$ cat src/rtl/wb_port_arbiter.sv
// rtl/wb_port_arbiter.sv - regfile write-port arbiter: pipeline writeback vs queued multdiv results (optional WB_BYPASS_EN)
module wb_port_arbiter #(
    parameter int DEPTH         = 4,
    parameter int MULT_EXC_CODE = 4,
    parameter int DIV_EXC_CODE  = 5
) (
    input  logic        clock,
    input  logic        reset,
    input  logic        pipe_we,
    input  logic [4:0]  pipe_rd,
    input  logic [31:0] pipe_data,
    input  logic        md_valid,
    input  logic [4:0]  md_rd,
    input  logic [31:0] md_data,
    input  logic        md_exception,
    input  logic        md_is_div,
    output logic        md_ready,
    output logic        ctrl_writeEnable,
    output logic [4:0]  ctrl_writeReg,
    output logic [31:0] data_writeReg,
    output logic [31:0] pending_mask
);

    localparam int PW = $clog2(DEPTH);
    localparam int CW = $clog2(DEPTH + 1);

    logic [4:0]       q_rd   [DEPTH];
    logic [31:0]      q_data [DEPTH];
    logic [DEPTH-1:0] q_valid;
    logic [DEPTH-1:0] valid_next;
    logic [PW-1:0]    head;
    logic [PW-1:0]    tail;
    logic [CW-1:0]    count;

    logic [4:0]  eff_rd;
    logic [31:0] eff_data;
    logic        pipe_write;
    logic        not_empty;
    logic        head_live;
    logic        md_fire;
    logic        bypass;
    logic        pop;
    logic        push;

    // Exceptions redirect the result to $r30 carrying the unit-specific code.
    assign eff_rd     = md_exception ? 5'd30 : md_rd;
    assign eff_data   = md_exception ? (md_is_div ? 32'(DIV_EXC_CODE) : 32'(MULT_EXC_CODE)) : md_data;
    assign pipe_write = pipe_we && (pipe_rd != 5'd0);
    assign not_empty  = (count != '0);
    assign head_live  = not_empty && q_valid[head];
    assign md_ready   = !reset && (count < CW'(DEPTH));
    assign md_fire    = md_valid && md_ready;

`ifdef WB_BYPASS_EN
    assign bypass = !reset && !not_empty && !pipe_write && md_valid && (eff_rd != 5'd0);
`else
    assign bypass = 1'b0;
`endif

    // A squashed head leaves without using the port, so it may pop under a pipeline write.
    assign pop  = not_empty && (!pipe_write || !q_valid[head]);
    // Results for $r0 or for a register the pipeline writes this cycle are accepted and dropped.
    assign push = md_fire && (eff_rd != 5'd0) && !bypass && !(pipe_write && (pipe_rd == eff_rd));

    // Write-port select: pipeline first, then bypass, then the live queue head.
    always_comb begin
        ctrl_writeEnable = 1'b0;
        ctrl_writeReg    = 5'd0;
        data_writeReg    = 32'd0;
        if (reset) begin
            ctrl_writeEnable = 1'b0;
        end else if (pipe_write) begin
            ctrl_writeEnable = 1'b1;
            ctrl_writeReg    = pipe_rd;
            data_writeReg    = pipe_data;
        end else if (bypass) begin
            ctrl_writeEnable = 1'b1;
            ctrl_writeReg    = eff_rd;
            data_writeReg    = eff_data;
        end else if (head_live) begin
            ctrl_writeEnable = 1'b1;
            ctrl_writeReg    = q_rd[head];
            data_writeReg    = q_data[head];
        end
    end

    // Next valid bits: pop the head, squash WAW-hazarded entries, then mark the new tail.
    always_comb begin
        valid_next = q_valid;
        if (pop) begin
            valid_next[head] = 1'b0;
        end
        if (pipe_write) begin
            for (int i = 0; i < DEPTH; i++) begin
                if (q_rd[i] == pipe_rd) begin
                    valid_next[i] = 1'b0;
                end
            end
        end
        if (push) begin
            valid_next[tail] = 1'b1;
        end
    end

    // Pending-destination mask from registered queue state only.
    always_comb begin
        pending_mask = 32'd0;
        for (int i = 0; i < DEPTH; i++) begin
            if (q_valid[i]) begin
                pending_mask[q_rd[i]] = 1'b1;
            end
        end
        pending_mask[0] = 1'b0;
    end

    // Queue control state: pointers, occupancy and valid bits.
    always_ff @(posedge clock or posedge reset) begin
        if (reset) begin
            head    <= '0;
            tail    <= '0;
            count   <= '0;
            q_valid <= '0;
        end else begin
            head    <= head + PW'(pop);
            tail    <= tail + PW'(push);
            count   <= count + CW'(push) - CW'(pop);
            q_valid <= valid_next;
        end
    end

    // Queue payload storage; meaningless unless the matching valid bit is set.
    always_ff @(posedge clock) begin
        if (push) begin
            q_rd[tail]   <= eff_rd;
            q_data[tail] <= eff_data;
        end
    end

endmodule
$ cat config.mk
export PLATFORM = sky130hd
export DESIGN_NAME = wb_port_arbiter
export DESIGN_NICKNAME = d
export VERILOG_FILES = /design/src/rtl/wb_port_arbiter.sv
export SDC_FILE = /design/constraint.sdc
export NUM_CORES = 1
export LEC_CHECK = 0
export ABC_AREA = 1
export CORE_ASPECT_RATIO = 0.7
export CORE_UTILIZATION = 40
export CTS_BUF_LIST = sky130_fd_sc_hd__clkbuf_8
export DETAILED_ROUTE_END_ITERATION = 16
export SLEW_MARGIN = 30
export SYNTH_ARGS = -nofsm -noshare
export SYNTH_HDL_FRONTEND = slang
export SYNTH_SLANG_ARGS = --single-unit
$ cat constraint.sdc
create_clock -name clock -period 3.05 [get_ports clock]
set_input_delay 0.915 -clock clock [delete_from_list [all_inputs] [get_ports clock]]
set_output_delay 0.915 -clock clock [all_outputs]
set_load 0.01 [all_outputs]
==> results.cfg, run 1 <==
[sta]
fmax_mhz = 327
post-route-min-period_ps = 3060
setup_viol = 2
rsz0062_at_grt = yes
finClkSkew_ps = 9.22
fin_setup_tns_ps = -19.5
finalHoldViolCount = 0
report.final.slew_viol_count = 0
min_period_over_period_pct = 100
fin_ws_ps = -12.6

[worst_setup_path]
path_class = flip-flop to output port
critPathTopFamily = buffers and inverters
startpoint_type = flip-flop
slowest_stage = clkdlybuf4s50_1
reg2reg_depth = 13
slowest_delay_ps = 570
reg2reg_slack_ps = 550
r2r_start = head[1]
r2r_end = count[2]
crit_required_ps = 2130
end_kind = output port
crit_path_cell_trace = inv_1 -> nand3_2 -> o221ai_1 -> clkdlybuf4s50_1
crit_fanout = 8
crit_cells = 4
cp_num_buf_inv = 2
crit_start = q_rd[3][1]
crit_arrival_ps = 2150

[power]
power.share.clock_pct = 20.5
p_int_mw = 4.61
p_leak_nw = 4.96
peakVddDrop_v = 0.000350
power_frac_seq_pct = 38.0
p_sw_mw = 2.73
p_sw_share_pct = 37.2
p_comb_share_pct = 41.5
p_per_area_nw_per_um2 = 635

[hold_path]
hold_start = count[0]
hold_end = count[0]
hold_depth = 1
hold_path_class = flip-flop to flip-flop

[outcome]
violations = negative setup slack
outcome = complete, but fails checks

[drt]
wire_per_inst_um = 18.2
drt_iter0_drc = 726
via_per_inst = 5.21
routed_wl_um = 25400
num_vias = 7261
drc_errors = 0
postRouteAntennaNets = 0
first_pass_iters = 5

[synth]
synth_ff_type = edfxtp_1
synth.largest_area_cell = edfxtp_1
ys_warn_count = 0
netlist_top_cells_area = edfxtp_1 54%, nand2_1 9.7%, nor2_1 5.8%, nand3_1 3.8%, inv_1 3.7%
synth_fp_nets = 948
synth_cells = 863
seq_area_frac_synth_pct = 57.5
synth_enable_flop_cells = 148
async_reset_ff_share_pct = 6.92
synthesis.area_um2 = 8200
ys_types = 33
postSynthAreaPerCell_um2 = 9.51
synth_top_area_share_pct = 54.2
ys_seq_elements = 159

[floorplan]
die-area_um2 = 21100
core.rowCount = 43
coreArea_um2 = 20000
start_util_pct = 41.1
fp.dieW_um = 173
die_h_um = 122
ios = 151

[layout]
area_growth_pct = 41.0
most-common-layout-cells = 208 x nand2_1, 148 x edfxtp_1, 114 x nor2_1
layout.cells.most_common = nand2_1
final_cells = 1395
drive_gt1_share_pct = 23.6
antenna_cells = 0
fin_nets = 1197

[clock_network]
cts_buffer_depth = 2
tritoncts = done
path_clk_slew_ps = 80
htreeDepth = 4
cts_buffers = 17
clock_latency_ps = 450
clockRootBuffer = clkbuf_8
cts.sinks = 159

[grt]
grt-ovfl-total = 0
grt_pass1_wl_um = 38000
grt_pass1_vias = 6855
grt_max_degree = 33
track_usage_pct = 24.0
antenna_found_initial = 1

[place]
gp_congestion = 0.985
dp.cells = 1313
port_buffers = 149
hpwl_um = 17100

[flow_run]
cap_violations = 0
power by group through the flow:
stage / sequential (mW) / combinational (mW) / clock (mW)
finish: 2.79 / 3.05 / 1.50
global route: 2.81 / 3.32 / 1.60
CTS: 2.78 / 2.82 / 1.52
detailed placement: 2.80 / 2.78 / 0
global placement: 2.79 / 2.77 / 0
floorplan: 2.77 / 1.47 / 0
repair_timing:
item	4_1_cts	5_1_grt
cloned	2	2
pin swaps	16	10
setup buffers	39	8
setup endpoints to repair	71	69
resized for setup	220	60
endpoints found under the hold margin	0	0
hold buffers	0	0
area by class of cell:
class                      instances  area, um2
clock buffer                      17        234
clock inverter                    15        143
fill                            1738       8390
inverter                          86        334
multi-input combinational        580       3240
sequential                       159       4720
tap                              270        338
timing repair buffer             268       2550
flip-flops by register name (all words and copies together), names as in the netlist:
signal   count
head         2
count        3
q_data     128
q_rd        20
tail         2
q_valid      4
kinds of logic (layout without fill, tap and decap cells):
logic type	count (synthesis)	in the layout	synth area share [%]
compound gates	107	107	10.2
xor+xnor	16	16	1.71
fa+ha+maj	5	5	0.854
buf+inv	124	386	6.41
flops	159	159	57.5
other cells	1	1	0.0457
simple gates	451	451	23.2
stage by stage:
step                      utilization (%)  power (mW)  cell area (um2)  setup WS (ps)  hold slack [ps]
after global routing                 57.9        7.72            11600           -116              550
after CTS                            56.6        7.11            11300           1.86              516
after detailed placement             52.9        5.58            10600           -752              498
after global placement               52.9        5.57            10600           -754              490
final                                57.9        7.34            11600          -12.6              516
after floorplan                         -        4.24             8200            172              472
Yosys cell counts, types with 15 or more instances:
cell type	number
nand2_1	212
edfxtp_1	148
nor2_1	126
inv_1	81
nand3_1	63
nand4_1	35
o21bai_1	32
o221ai_1	28
o22a_1	27
buf_2	15
clkbuf_1	15
per-layer routing:
metal  track usage (%)  vias up  routed length [um]
met2              38.3      337               11200
met1              33.2     3409               11800
li1                  -     3489                   -
met4              4.98        0                 236
met5                 0        -                   0
met3              6.27       26                2200
worst max-delay path by stage:
stage	to	slack (ps)
final	pending_mask[9]	-10
after global routing	pending_mask[8]	-120
after CTS	pending_mask[20]	2
after detailed placement	ctrl_writeReg[3]	-750
after global placement	ctrl_writeReg[3]	-750
after floorplan	count[2]	170
Power figures use the tool's default switching activity.
==> inputs of run 2 (changes only) <==
--- a/config.mk
+++ b/config.mk
@@ -6,6 +6,7 @@
 export NUM_CORES = 1
 export LEC_CHECK = 0
 export ABC_AREA = 1
+export CAP_MARGIN = 5
 export CORE_ASPECT_RATIO = 0.7
 export CORE_UTILIZATION = 40
 export CTS_BUF_LIST = sky130_fd_sc_hd__clkbuf_8
==> results of run 2 <==
Final layout, timing and power as in run 1 (identical DEF).
==> inputs of run 3 (changes only) <==
--- a/config.mk
+++ b/config.mk
@@ -7,10 +7,13 @@
 export LEC_CHECK = 0
 export ABC_AREA = 1
 export CAP_MARGIN = 5
+export CELL_PAD_IN_SITES_DETAIL_PLACEMENT = 0
+export CELL_PAD_IN_SITES_GLOBAL_PLACEMENT = 1
 export CORE_ASPECT_RATIO = 0.7
-export CORE_UTILIZATION = 40
+export CORE_UTILIZATION = 38
 export CTS_BUF_LIST = sky130_fd_sc_hd__clkbuf_8
 export DETAILED_ROUTE_END_ITERATION = 16
+export PLACE_DENSITY_LB_ADDON = 0.1
 export SLEW_MARGIN = 30
 export SYNTH_ARGS = -nofsm -noshare
 export SYNTH_HDL_FRONTEND = slang
==> constraint.sdc (replaced) <==
create_clock -name clock -period 2.73 [get_ports clock]
set_input_delay 0.819 -clock clock [delete_from_list [all_inputs] [get_ports clock]]
set_output_delay 0.819 -clock clock [all_outputs]
set_load 0.01 [all_outputs]
==> results.cfg, run 3 (synthesis results as in run 1) <==
[power]
p_per_area_nw_per_um2 = 740
p_leak_nw = 5.22
peakVddDrop_v = 0.000352
fin_total_pwr_mw = 9.50

[floorplan]
fp.dieW_um = 178
die-area_um2 = 22200
die_h_um = 125
ios = 151
core.rowCount = 44
coreArea_um2 = 20900
start_util_pct = 39.2

[sta]
finClkSkew_ps = 19.0
finalHoldViolCount = 0
post-route-min-period_ps = 2940
fin_ws_ps = -208
report.final.slew_viol_count = 0
setup_viol = 38
fmax_mhz = 340
rsz0062_at_grt = yes
min_period_over_period_pct = 108

[drt]
first_pass_iters = 5
num_vias = 7500
routed_wl_um = 27000
drc_errors = 0
drt_iter0_drc = 564
via_per_inst = 5.17
postRouteAntennaNets = 0
wire_per_inst_um = 18.6

[worst_setup_path]
r2r_end = count[1]
crit_arrival_ps = 2120
startpoint_type = flip-flop
crit_path_cell_trace = inv_2 -> nand2_4 -> nor2_4 -> nor2_2 -> nand2_2 -> nand2_4 -> nand2_8 -> nand2_8 -> buf_12 -> buf_6 -> nor2_4 -> buf_6
r2r_start = head[1]
critPathTopFamily = simple AND/OR/NAND/NOR gates
reg2reg_slack_ps = 160
reg2reg_depth = 14
end_kind = output port
cp_num_buf_inv = 4
slowest_stage = dfrtp_2
crit_fanout = 7
crit_required_ps = 1910
path_class = flip-flop to output port
slowest_delay_ps = 490

[outcome]
violations = negative setup slack
outcome = complete, but fails checks

[clock_network]
clockRootBuffer = clkbuf_8
path_clk_slew_ps = 100
htreeDepth = 4
cts_buffers = 17
tritoncts = done
cts.sinks = 159
cts-hold-fix-buffers = 0
cts_buffer_depth = 2
clock_latency_ps = 460

[layout]
largest_reg_flops = 128
nFillCells = 1769
multi_input_area_um2 = 3740
antenna_cells = 0
top_register = q_data
layout.cells.most_common = nand2_1
top_regs = q_data (128), q_rd (20), q_valid (4)
most-common-layout-cells = 200 x nand2_1, 148 x edfxtp_1, 109 x buf_4
area_growth_pct = 56.5
drive_gt1_share_pct = 36.0
regArea_um2 = 4720
fin_nets = 1246
postLayoutCoreUtil_pct = 61.4

[grt]
grt_pass1_wl_um = 40600
antenna_found_initial = 1
track_usage_pct = 24.5
grt_max_degree = 33
grt_pass1_vias = 7088
grt-ovfl-total = 0

[hold_path]
hold_end = count[0]
hold_path_class = flip-flop to flip-flop
hold_depth = 1
hold_start = count[0]

[place]
gp_congestion = 0.924
port_buffers = 149
hpwl_um = 17300
dpl_worst_slack_ps = -890

[flow_run]
cap_violations = 0
run 3: how the worst max path moves through the flow:
stage / startpoint / to / slack [ps] / cells after the start
2_1_floorplan: pipe_rd[1] / count[2] / 10 / 13
3_3_place_gp: pipe_rd[1] / data_writeReg[26] / -920 / 9
3_5_place_dp: pipe_rd[1] / data_writeReg[23] / -890 / 9
4_1_cts: q_valid[0] / pending_mask[27] / -250 / 5
5_1_grt: head[1] / data_writeReg[17] / -280 / 12
6_report: head[1] / data_writeReg[17] / -210 / 12
run 3: repair_timing:
action | CTS | global route
buffers inserted | 46 | 22
cloned | 10 | 1
endpoints found under the setup margin | 72 | 71
resized for setup | 387 | 174
pin swaps | 84 | 50
run 3: through the flow:
| stage | cells | TNS, ps | cell area [um2] | hold slack (ps) |
|---|---|---|---|---|
| finish | 1450 | -4990 | 12800 | 529 |
| global route | 1450 | -8170 | 12800 | 562 |
| CTS | 1431 | -7970 | 12300 | 535 |
| detailed placement | 1344 | -90840 | 10800 | 506 |
| global placement | 1344 | -99260 | 10800 | 496 |
| floorplan | 863 | 0 | 8220 | 472 |
run 3: area by class of cell:
cell class | instances | share of cell area (%)
flip-flops and latches | 159 | 36.8
multi-input cells | 581 | 29.1
repair buffers | 316 | 25.3
inverters | 86 | 2.86
well taps | 276 | 2.69
clock buffers | 17 | 1.82
clock inverters | 15 | 1.41
run 3: worst reg2reg max path: stages, from the launching register on:
cell and delay [ps]:
dfrtp_2 490, inv_2 90, nand2_4 120, nor2_4 40
nor2_2 110, nand2_2 80, buf_4 130, buf_4 120
a21boi_1 220, ha_1 290, inv_1 60, ha_1 130
inv_1 50, fa_2 510, inv_1 30
run 3: metal layers:
| metal | global-route usage (%) | vias to the layer above | wire length, um |
|---|---|---|---|
| met1 | 35.8 | 3578 | 12700 |
| met5 | 0 | - | 0 |
| met3 | 4.81 | 23 | 1810 |
| li1 | - | 3591 | - |
| met2 | 37.3 | 308 | 12200 |
| met4 | 6.39 | 0 | 337 |
run 3: report_power, final:
group,total [mW],internal [mW],leakage (nW),switching (mW)
sequential,3.06,2.93,1.48,0.135
combinational,4.66,2.20,3.53,2.46
clock,1.78,0.710,0.202,1.07
total,9.50,5.84,5.22,3.66
